<file path="src/rtl/memrq_arbiter.sv">
// -----------------------------------------------------------------------------
// memrq_arbiter
//
// Shares one memrq2axi request port between two requesters:
//    p0 = data side (load/store), p1 = instruction fetch.
// Each requester's one-cycle request pulse is captured into a per-port
// buffer. When the downstream port is idle, one pending request is granted
// and forwarded as a one-cycle m_request_enable pulse. The grant is held
// until m_response_enable. The response is then routed back to the owning
// port. Only one transaction is ever outstanding downstream.
//
// Configuration macro: MEMARB_RR_EN
//    defined   : if both ports are pending, the port that did not win last
//                time is granted (round robin).
//    undefined : fixed priority, p0 always wins.
//    In both builds a single pending port is granted immediately.
//
// Ports
//    clk, rstn                    clock, synchronous active-low reset
//    pN_request_enable            request pulse; the pN_req_* fields are
//                                 sampled in the same cycle
//    pN_req_mode/addr/wdata/wstrb request fields (mode passed through as-is)
//    pN_response_enable           one-cycle response pulse to port N
//    pN_resp_data                 response data; holds between responses
//    pN_busy                      port N has a request pending or in flight
//    m_request_enable             one-cycle request pulse to memrq2axi
//    m_req_mode/addr/wdata/wstrb  granted request fields; stable until the
//                                 next grant
//    m_response_enable            response pulse from memrq2axi
//    m_resp_data                  response data from memrq2axi
//    err_overrun                  sticky: a request arrived on a busy port
// -----------------------------------------------------------------------------
module memrq_arbiter #(
   parameter int ADDR_W = 32,
   parameter int DATA_W = 32
) (
   input  logic                clk,
   input  logic                rstn,
   input  logic                p0_request_enable,
   input  logic                p0_req_mode,
   input  logic [ADDR_W-1:0]   p0_req_addr,
   input  logic [DATA_W-1:0]   p0_req_wdata,
   input  logic [DATA_W/8-1:0] p0_req_wstrb,
   output logic                p0_response_enable,
   output logic [DATA_W-1:0]   p0_resp_data,
   output logic                p0_busy,
   input  logic                p1_request_enable,
   input  logic                p1_req_mode,
   input  logic [ADDR_W-1:0]   p1_req_addr,
   input  logic [DATA_W-1:0]   p1_req_wdata,
   input  logic [DATA_W/8-1:0] p1_req_wstrb,
   output logic                p1_response_enable,
   output logic [DATA_W-1:0]   p1_resp_data,
   output logic                p1_busy,
   output logic                m_request_enable,
   output logic                m_req_mode,
   output logic [ADDR_W-1:0]   m_req_addr,
   output logic [DATA_W-1:0]   m_req_wdata,
   output logic [DATA_W/8-1:0] m_req_wstrb,
   input  logic                m_response_enable,
   input  logic [DATA_W-1:0]   m_resp_data,
   output logic                err_overrun
);

   localparam int STRB_W = DATA_W / 8;

   typedef enum logic [1:0] {
      ST_IDLE  = 2'd0,
      ST_ISSUE = 2'd1,
      ST_WAIT  = 2'd2
   } state_t;

   state_t              state_q;
   logic [1:0]          pend_q;      // request captured, not yet issued
   logic [1:0]          busy_q;      // pending or in flight
   logic [1:0]          resp_en_q;
   logic                owner_q;     // port currently granted (0 = p0)
   logic                err_q;

   // per-port request buffers
   logic                p0_mode_q;
   logic [ADDR_W-1:0]   p0_addr_q;
   logic [DATA_W-1:0]   p0_wdata_q;
   logic [STRB_W-1:0]   p0_wstrb_q;
   logic                p1_mode_q;
   logic [ADDR_W-1:0]   p1_addr_q;
   logic [DATA_W-1:0]   p1_wdata_q;
   logic [STRB_W-1:0]   p1_wstrb_q;

   // downstream request and upstream response registers
   logic                m_req_en_q;
   logic                m_mode_q;
   logic [ADDR_W-1:0]   m_addr_q;
   logic [DATA_W-1:0]   m_wdata_q;
   logic [STRB_W-1:0]   m_wstrb_q;
   logic [DATA_W-1:0]   p0_rdata_q;
   logic [DATA_W-1:0]   p1_rdata_q;

`ifdef MEMARB_RR_EN
   logic                last_grant_q;
`endif

   logic [1:0]          cap_s;
   logic                ovr_s;
   logic                grant_vld_s;
   logic                grant_sel_s;

   // Capture/overrun detection and grant selection from the pending set.
   always_comb begin
      cap_s       = 2'b00;
      ovr_s       = 1'b0;
      grant_vld_s = 1'b0;
      grant_sel_s = 1'b0;
      // A request is only accepted on a port that is not already busy;
      // this keeps the latched fields stable while a transaction is open.
      cap_s[0] = p0_request_enable & ~busy_q[0];
      cap_s[1] = p1_request_enable & ~busy_q[1];
      ovr_s    = (p0_request_enable & busy_q[0]) | (p1_request_enable & busy_q[1]);
      grant_vld_s = pend_q[0] | pend_q[1];
`ifdef MEMARB_RR_EN
      if (pend_q == 2'b11) begin
         grant_sel_s = ~last_grant_q;
      end else begin
         grant_sel_s = ~pend_q[0];
      end
`else
      grant_sel_s = ~pend_q[0];
`endif
   end

   // Arbiter FSM with request capture, forwarding and response routing.
   always_ff @(posedge clk) begin
      if (!rstn) begin
         state_q    <= ST_IDLE;
         pend_q     <= 2'b00;
         busy_q     <= 2'b00;
         resp_en_q  <= 2'b00;
         owner_q    <= 1'b0;
         err_q      <= 1'b0;
         p0_mode_q  <= 1'b0;
         p0_addr_q  <= '0;
         p0_wdata_q <= '0;
         p0_wstrb_q <= '0;
         p1_mode_q  <= 1'b0;
         p1_addr_q  <= '0;
         p1_wdata_q <= '0;
         p1_wstrb_q <= '0;
         m_req_en_q <= 1'b0;
         m_mode_q   <= 1'b0;
         m_addr_q   <= '0;
         m_wdata_q  <= '0;
         m_wstrb_q  <= '0;
         p0_rdata_q <= '0;
         p1_rdata_q <= '0;
`ifdef MEMARB_RR_EN
         last_grant_q <= 1'b1;
`endif
      end else begin
         resp_en_q <= 2'b00;
         if (ovr_s) begin
            err_q <= 1'b1;
         end
         if (cap_s[0]) begin
            pend_q[0]  <= 1'b1;
            busy_q[0]  <= 1'b1;
            p0_mode_q  <= p0_req_mode;
            p0_addr_q  <= p0_req_addr;
            p0_wdata_q <= p0_req_wdata;
            p0_wstrb_q <= p0_req_wstrb;
         end
         if (cap_s[1]) begin
            pend_q[1]  <= 1'b1;
            busy_q[1]  <= 1'b1;
            p1_mode_q  <= p1_req_mode;
            p1_addr_q  <= p1_req_addr;
            p1_wdata_q <= p1_req_wdata;
            p1_wstrb_q <= p1_req_wstrb;
         end
         case (state_q)
            ST_IDLE: begin
               if (grant_vld_s) begin
                  m_req_en_q <= 1'b1;
                  owner_q    <= grant_sel_s;
                  if (grant_sel_s) begin
                     m_mode_q  <= p1_mode_q;
                     m_addr_q  <= p1_addr_q;
                     m_wdata_q <= p1_wdata_q;
                     m_wstrb_q <= p1_wstrb_q;
                  end else begin
                     m_mode_q  <= p0_mode_q;
                     m_addr_q  <= p0_addr_q;
                     m_wdata_q <= p0_wdata_q;
                     m_wstrb_q <= p0_wstrb_q;
                  end
`ifdef MEMARB_RR_EN
                  last_grant_q <= grant_sel_s;
`endif
                  state_q <= ST_ISSUE;
               end
            end
            ST_ISSUE: begin
               // The winner's port is still busy, so no capture can race
               // with this clear.
               m_req_en_q      <= 1'b0;
               pend_q[owner_q] <= 1'b0;
               state_q         <= ST_WAIT;
            end
            ST_WAIT: begin
               if (m_response_enable) begin
                  resp_en_q[owner_q] <= 1'b1;
                  busy_q[owner_q]    <= 1'b0;
                  if (owner_q) begin
                     p1_rdata_q <= m_resp_data;
                  end else begin
                     p0_rdata_q <= m_resp_data;
                  end
                  state_q <= ST_IDLE;
               end
            end
            default: begin
               m_req_en_q <= 1'b0;
               state_q    <= ST_IDLE;
            end
         endcase
      end
   end

   assign p0_response_enable = resp_en_q[0];
   assign p1_response_enable = resp_en_q[1];
   assign p0_resp_data       = p0_rdata_q;
   assign p1_resp_data       = p1_rdata_q;
   assign p0_busy            = busy_q[0];
   assign p1_busy            = busy_q[1];
   assign m_request_enable   = m_req_en_q;
   assign m_req_mode         = m_mode_q;
   assign m_req_addr         = m_addr_q;
   assign m_req_wdata        = m_wdata_q;
   assign m_req_wstrb        = m_wstrb_q;
   assign err_overrun        = err_q;

endmodule
</file>
<file path="config.mk">
export PLATFORM = sky130hd
export DESIGN_NAME = memrq_arbiter
export DESIGN_NICKNAME = d
export VERILOG_FILES = /design/src/rtl/memrq_arbiter.sv
export SDC_FILE = /design/constraint.sdc
export NUM_CORES = 1
export LEC_CHECK = 0
export ABC_AREA = 0
export CAP_MARGIN = 40
export CORE_ASPECT_RATIO = 0.75
export CORE_MARGIN = 2
export CORE_UTILIZATION = 44
export CTS_CLUSTER_DIAMETER = 120
export DETAILED_ROUTE_END_ITERATION = 12
export GPL_ROUTABILITY_DRIVEN = 0
export GPL_TIMING_DRIVEN = 0
export HOLD_SLACK_MARGIN = 0.08
export PLACE_DENSITY = 0.75
export SYNTH_ARGS = -nofsm -noshare
export SYNTH_HDL_FRONTEND = slang
export SYNTH_SLANG_ARGS = --single-unit
</file>
<file path="constraint.sdc">
create_clock -name clk -period 1.9 [get_ports clk]
set_input_delay 0.57 -clock clk [delete_from_list [all_inputs] [get_ports clk]]
set_output_delay 0.57 -clock clk [all_outputs]
set_load 0.02 [all_outputs]
</file>
==> impl_metrics.ini, run 1 <==
[sta]
setup_viol = 0
timing.fmax_mhz = 543
min_period_over_period_pct = 97.0
drv_slew = 0
rsz0062_at_grt = no
tightest_slew_ns = 0.793
timing.setup.tns_ns = 0
finalClockSkew_ns = 0.00776
hold_viol = 0
fin_hold_ws_ns = 0.454
slew_headroom_pct = 47.1
fin_crit_ns = 1.84

[floorplanning]
pin_count = 314
core.rowCount = 49
initial_core_util_pct = 44.5
die_x_um = 183
die_h_um = 138
coreArea_um2 = 23800
die-area_um2 = 25300

[cells_and_area]
utilization_pct = 62.4
layoutNonFillerInstCount = 1766
fin_nets = 1614
area_delta_synth_final_pct = 40.3
final-seq-area_um2 = 5650
multi_input_area_um2 = 4390
layout-drive-gt1-share_pct = 11.5
fillers = 2059

[global_route]
grt_pass1_vias = 9133
antenna_found_initial = 2
grt_first_pass_wirelength_um = 50200
grt_max_degree = 14
gr-total-overflow = 0
grt_use_total_pct = 25.0

[synth]
ys_seq_area_share_pct = 53.4
yosys_warnings = 0
synth_seq_cells = 282
synthesis.area_um2 = 10600
synth.distinct_cells = 24
synth_area_per_cell_um2 = 9.64
postSynthCellCount = 1097
synth-edff-count = 0
synth_nets = 1272
async_flop_share_pct = 0
ys.flop_type = dfxtp_1

[critical_path]
r2r-end = m_req_addr[17]$_SDFFE_PN0P_
critPathTopFamily = flip-flops
rr_worst_depth = 6
start_kind = flip-flop
r2r_start = pend_q[0]$_SDFF_PN0_
worstPathArrival_ns = 1.27
cpPeakStageDelay_ns = 0.38
critical_path_class = reg -> out
cp_cell_sequence = dlygate4sd2_1
slowest_stage = dfxtp_1
reg2reg_setup_slack_ns = 0.19
crit_buf_inv = 1
cp-end-kind = primary output
critPathMaxFanout = 5
critPathRequiredTime_ns = 1.33

[cts]
cts_sinks = 282
htreeDepth = 1
root_buffer = clkbuf_16
clockBufferDepth = 3
post_cts_buffers = 0
numCtsBuffers = 28
worstSkewPairLatency_ns = 0.53
cts_tree = done
cts.clk_slew.worst_paths_ns = 0.06

[route]
top_layer = met5
drtIter0Drc = 568
dr_total_vias = 9380
dr.pass1.iters = 5
wl_met1_um = 15200
wl_um = 33000
routedWlPerCell_um = 18.7
drcViolationCount = 0
routed_via_density = 5.31
ant_nets = 0
route.met3.wl_um = 2440
dr_wl_met2_um = 14600

[power]
p_leak_nw = 6.02
switchingPower_mw = 4.12
sw_frac_of_total_pct = 27.9
p_per_area_nw_per_um2 = 996
power.share.sequential_pct = 44.6
combPwrFrac_pct = 19.2
p_int_mw = 10.7
p_clk_share_pct = 36.2
power_mw = 14.8
peakVddDrop_uv = 651

[run]
maxCapViolCount = 0

[min_path]
hp-start = p1_wstrb_q[3]$_SDFFE_PN0P_
min_path_type = reg -> reg
hold_depth = 2
worstHoldEndpoint = p1_wstrb_q[3]$_SDFFE_PN0P_

[placement]
dp.cells = 1716
dp_hpwl_um = 23700
place.port_buffers = 313

[status]
status = finished, final reports clean
## power groups by stage
stage               combinational (mW)  clock, mW  sequential [mW]
global placement                  2.95          0             6.71
detailed placement                2.99          0             6.72
finish                            2.84       5.35             6.59
global route                      3.04       5.65             6.63
CTS                               2.84       5.43             6.59
floorplan                         1.42          0             6.95
## synth_stat cells, types with 4 or more instances
cell type  count  area [µm²]
nor2_1         7        26.3
a22o_1        64         561
a211oi_2      69         863
mux2i_1       69         691
dfxtp_1      282        5650
clkbuf_1      66         248
nor2b_1        4        25.0
buf_2         20         100
nand2_1      276        1040
buf_12         8         160
a21oi_1      209        1050
## cell families after synthesis
logic type / share of synthesized area [%]
and+or+nand+nor: 10.7
DFF: 53.4
muxes: 6.53
AOI/OAI and AO/OA: 24.2
buffers and inverters: 5.19
## area by class of cell
cell class,instances,area share (%)
Sequential cell,282,38.1
Multi-Input combinational cell,714,29.6
Timing Repair Buffer,313,20.0
Clock buffer,43,5.52
Buffer,97,3.78
Tap cell,306,2.58
Clock inverter,7,0.430
Inverter,3,0.0759
Antenna cell,1,0.0169
## metal layers
layer	vias up	GRT usage, %
li1	4510	-
met1	4450	35.4
met2	358	39.0
met3	58	5.14
met4	4	6.23
met5	-	0
## stage by stage
stage	instance area, µm²	worst slack, ns
final	14800	0.0575
after global routing	14800	0.00313
after CTS	14800	0.0153
after detailed placement	14100	-0.913
after global placement	14100	-0.810
after floorplan	10600	0.347
## worst max path at each step
stage / slack [ns] / start / to / cells past startpoint
floorplan: 0.35 / rstn / m_req_addr[0]$_SDFFE_PN0P_ / 4
global placement: -0.81 / p0_request_enable / pend_q[0]$_SDFF_PN0_ / 6
detailed placement: -0.91 / p0_request_enable / pend_q[0]$_SDFF_PN0_ / 6
CTS: 0.02 / busy_q[1]$_SDFF_PN0_ / p1_busy / 1
global route: 0.003 / rstn / p0_resp_data[12]$_SDFFE_PN0P_ / 5
finish: 0.06 / busy_q[0]$_SDFF_PN0_ / p0_busy / 1
## sequential cells by signal, indices dropped and copies added, names as in the netlist
name,flops
p0_mode_q,1
p0_resp_data,32
pend_q,2
p1_mode_q,1
p0_wstrb_q,4
err_overrun,1
m_req_mode,1
resp_en_q,2
m_req_wstrb,4
owner_q,1
p0_wdata_q,32
p0_addr_q,32
p1_wstrb_q,4
m_req_addr,32
p1_resp_data,32
p1_addr_q,32
m_req_wdata,32
state_q,2
m_request_enable,1
p1_wdata_q,32
busy_q,2
## timing repair
item                                    in CTS  in global routing
hold endpoints to repair                     0                  0
gates cloned                                 0                  0
hold buffers                                 0                  0
gates resized for setup                    151                 22
endpoints found under the setup margin     310                 71
## layout by cell type, fill, tap and decap left out, drive strengths merged
| cell type | count |
|---|---|
| a211oi | 72 |
| a21oi | 209 |
| a221oi | 1 |
| a22o | 64 |
| a41oi | 2 |
| and2 | 1 |
| and3 | 1 |
| buf | 32 |
| bufinv | 1 |
| clkbuf | 108 |
| clkdlybuf4s15 | 1 |
| clkdlybuf4s50 | 174 |
| clkinv | 6 |
| dfxtp | 282 |
| diode | 1 |
| dlygate4sd2 | 138 |
| inv | 3 |
| mux2i | 69 |
| nand2 | 276 |
| nand2b | 2 |
| nand4b | 1 |
| nor2 | 8 |
| nor2b | 4 |
| o21a | 3 |
| or2 | 1 |
No activity file was read; power rests on OpenSTA's default activity.
==> inputs of run 2 (changes only) <==
--- a/config.mk
+++ b/config.mk
@@ -16,6 +16,7 @@
 export GPL_TIMING_DRIVEN = 0
 export HOLD_SLACK_MARGIN = 0.08
 export PLACE_DENSITY = 0.75
+export SLEW_MARGIN = 40
 export SYNTH_ARGS = -nofsm -noshare
 export SYNTH_HDL_FRONTEND = slang
 export SYNTH_SLANG_ARGS = --single-unit
==> results of run 2 <==
No change in the layout: final DEF, timing and power equal those of run 1.
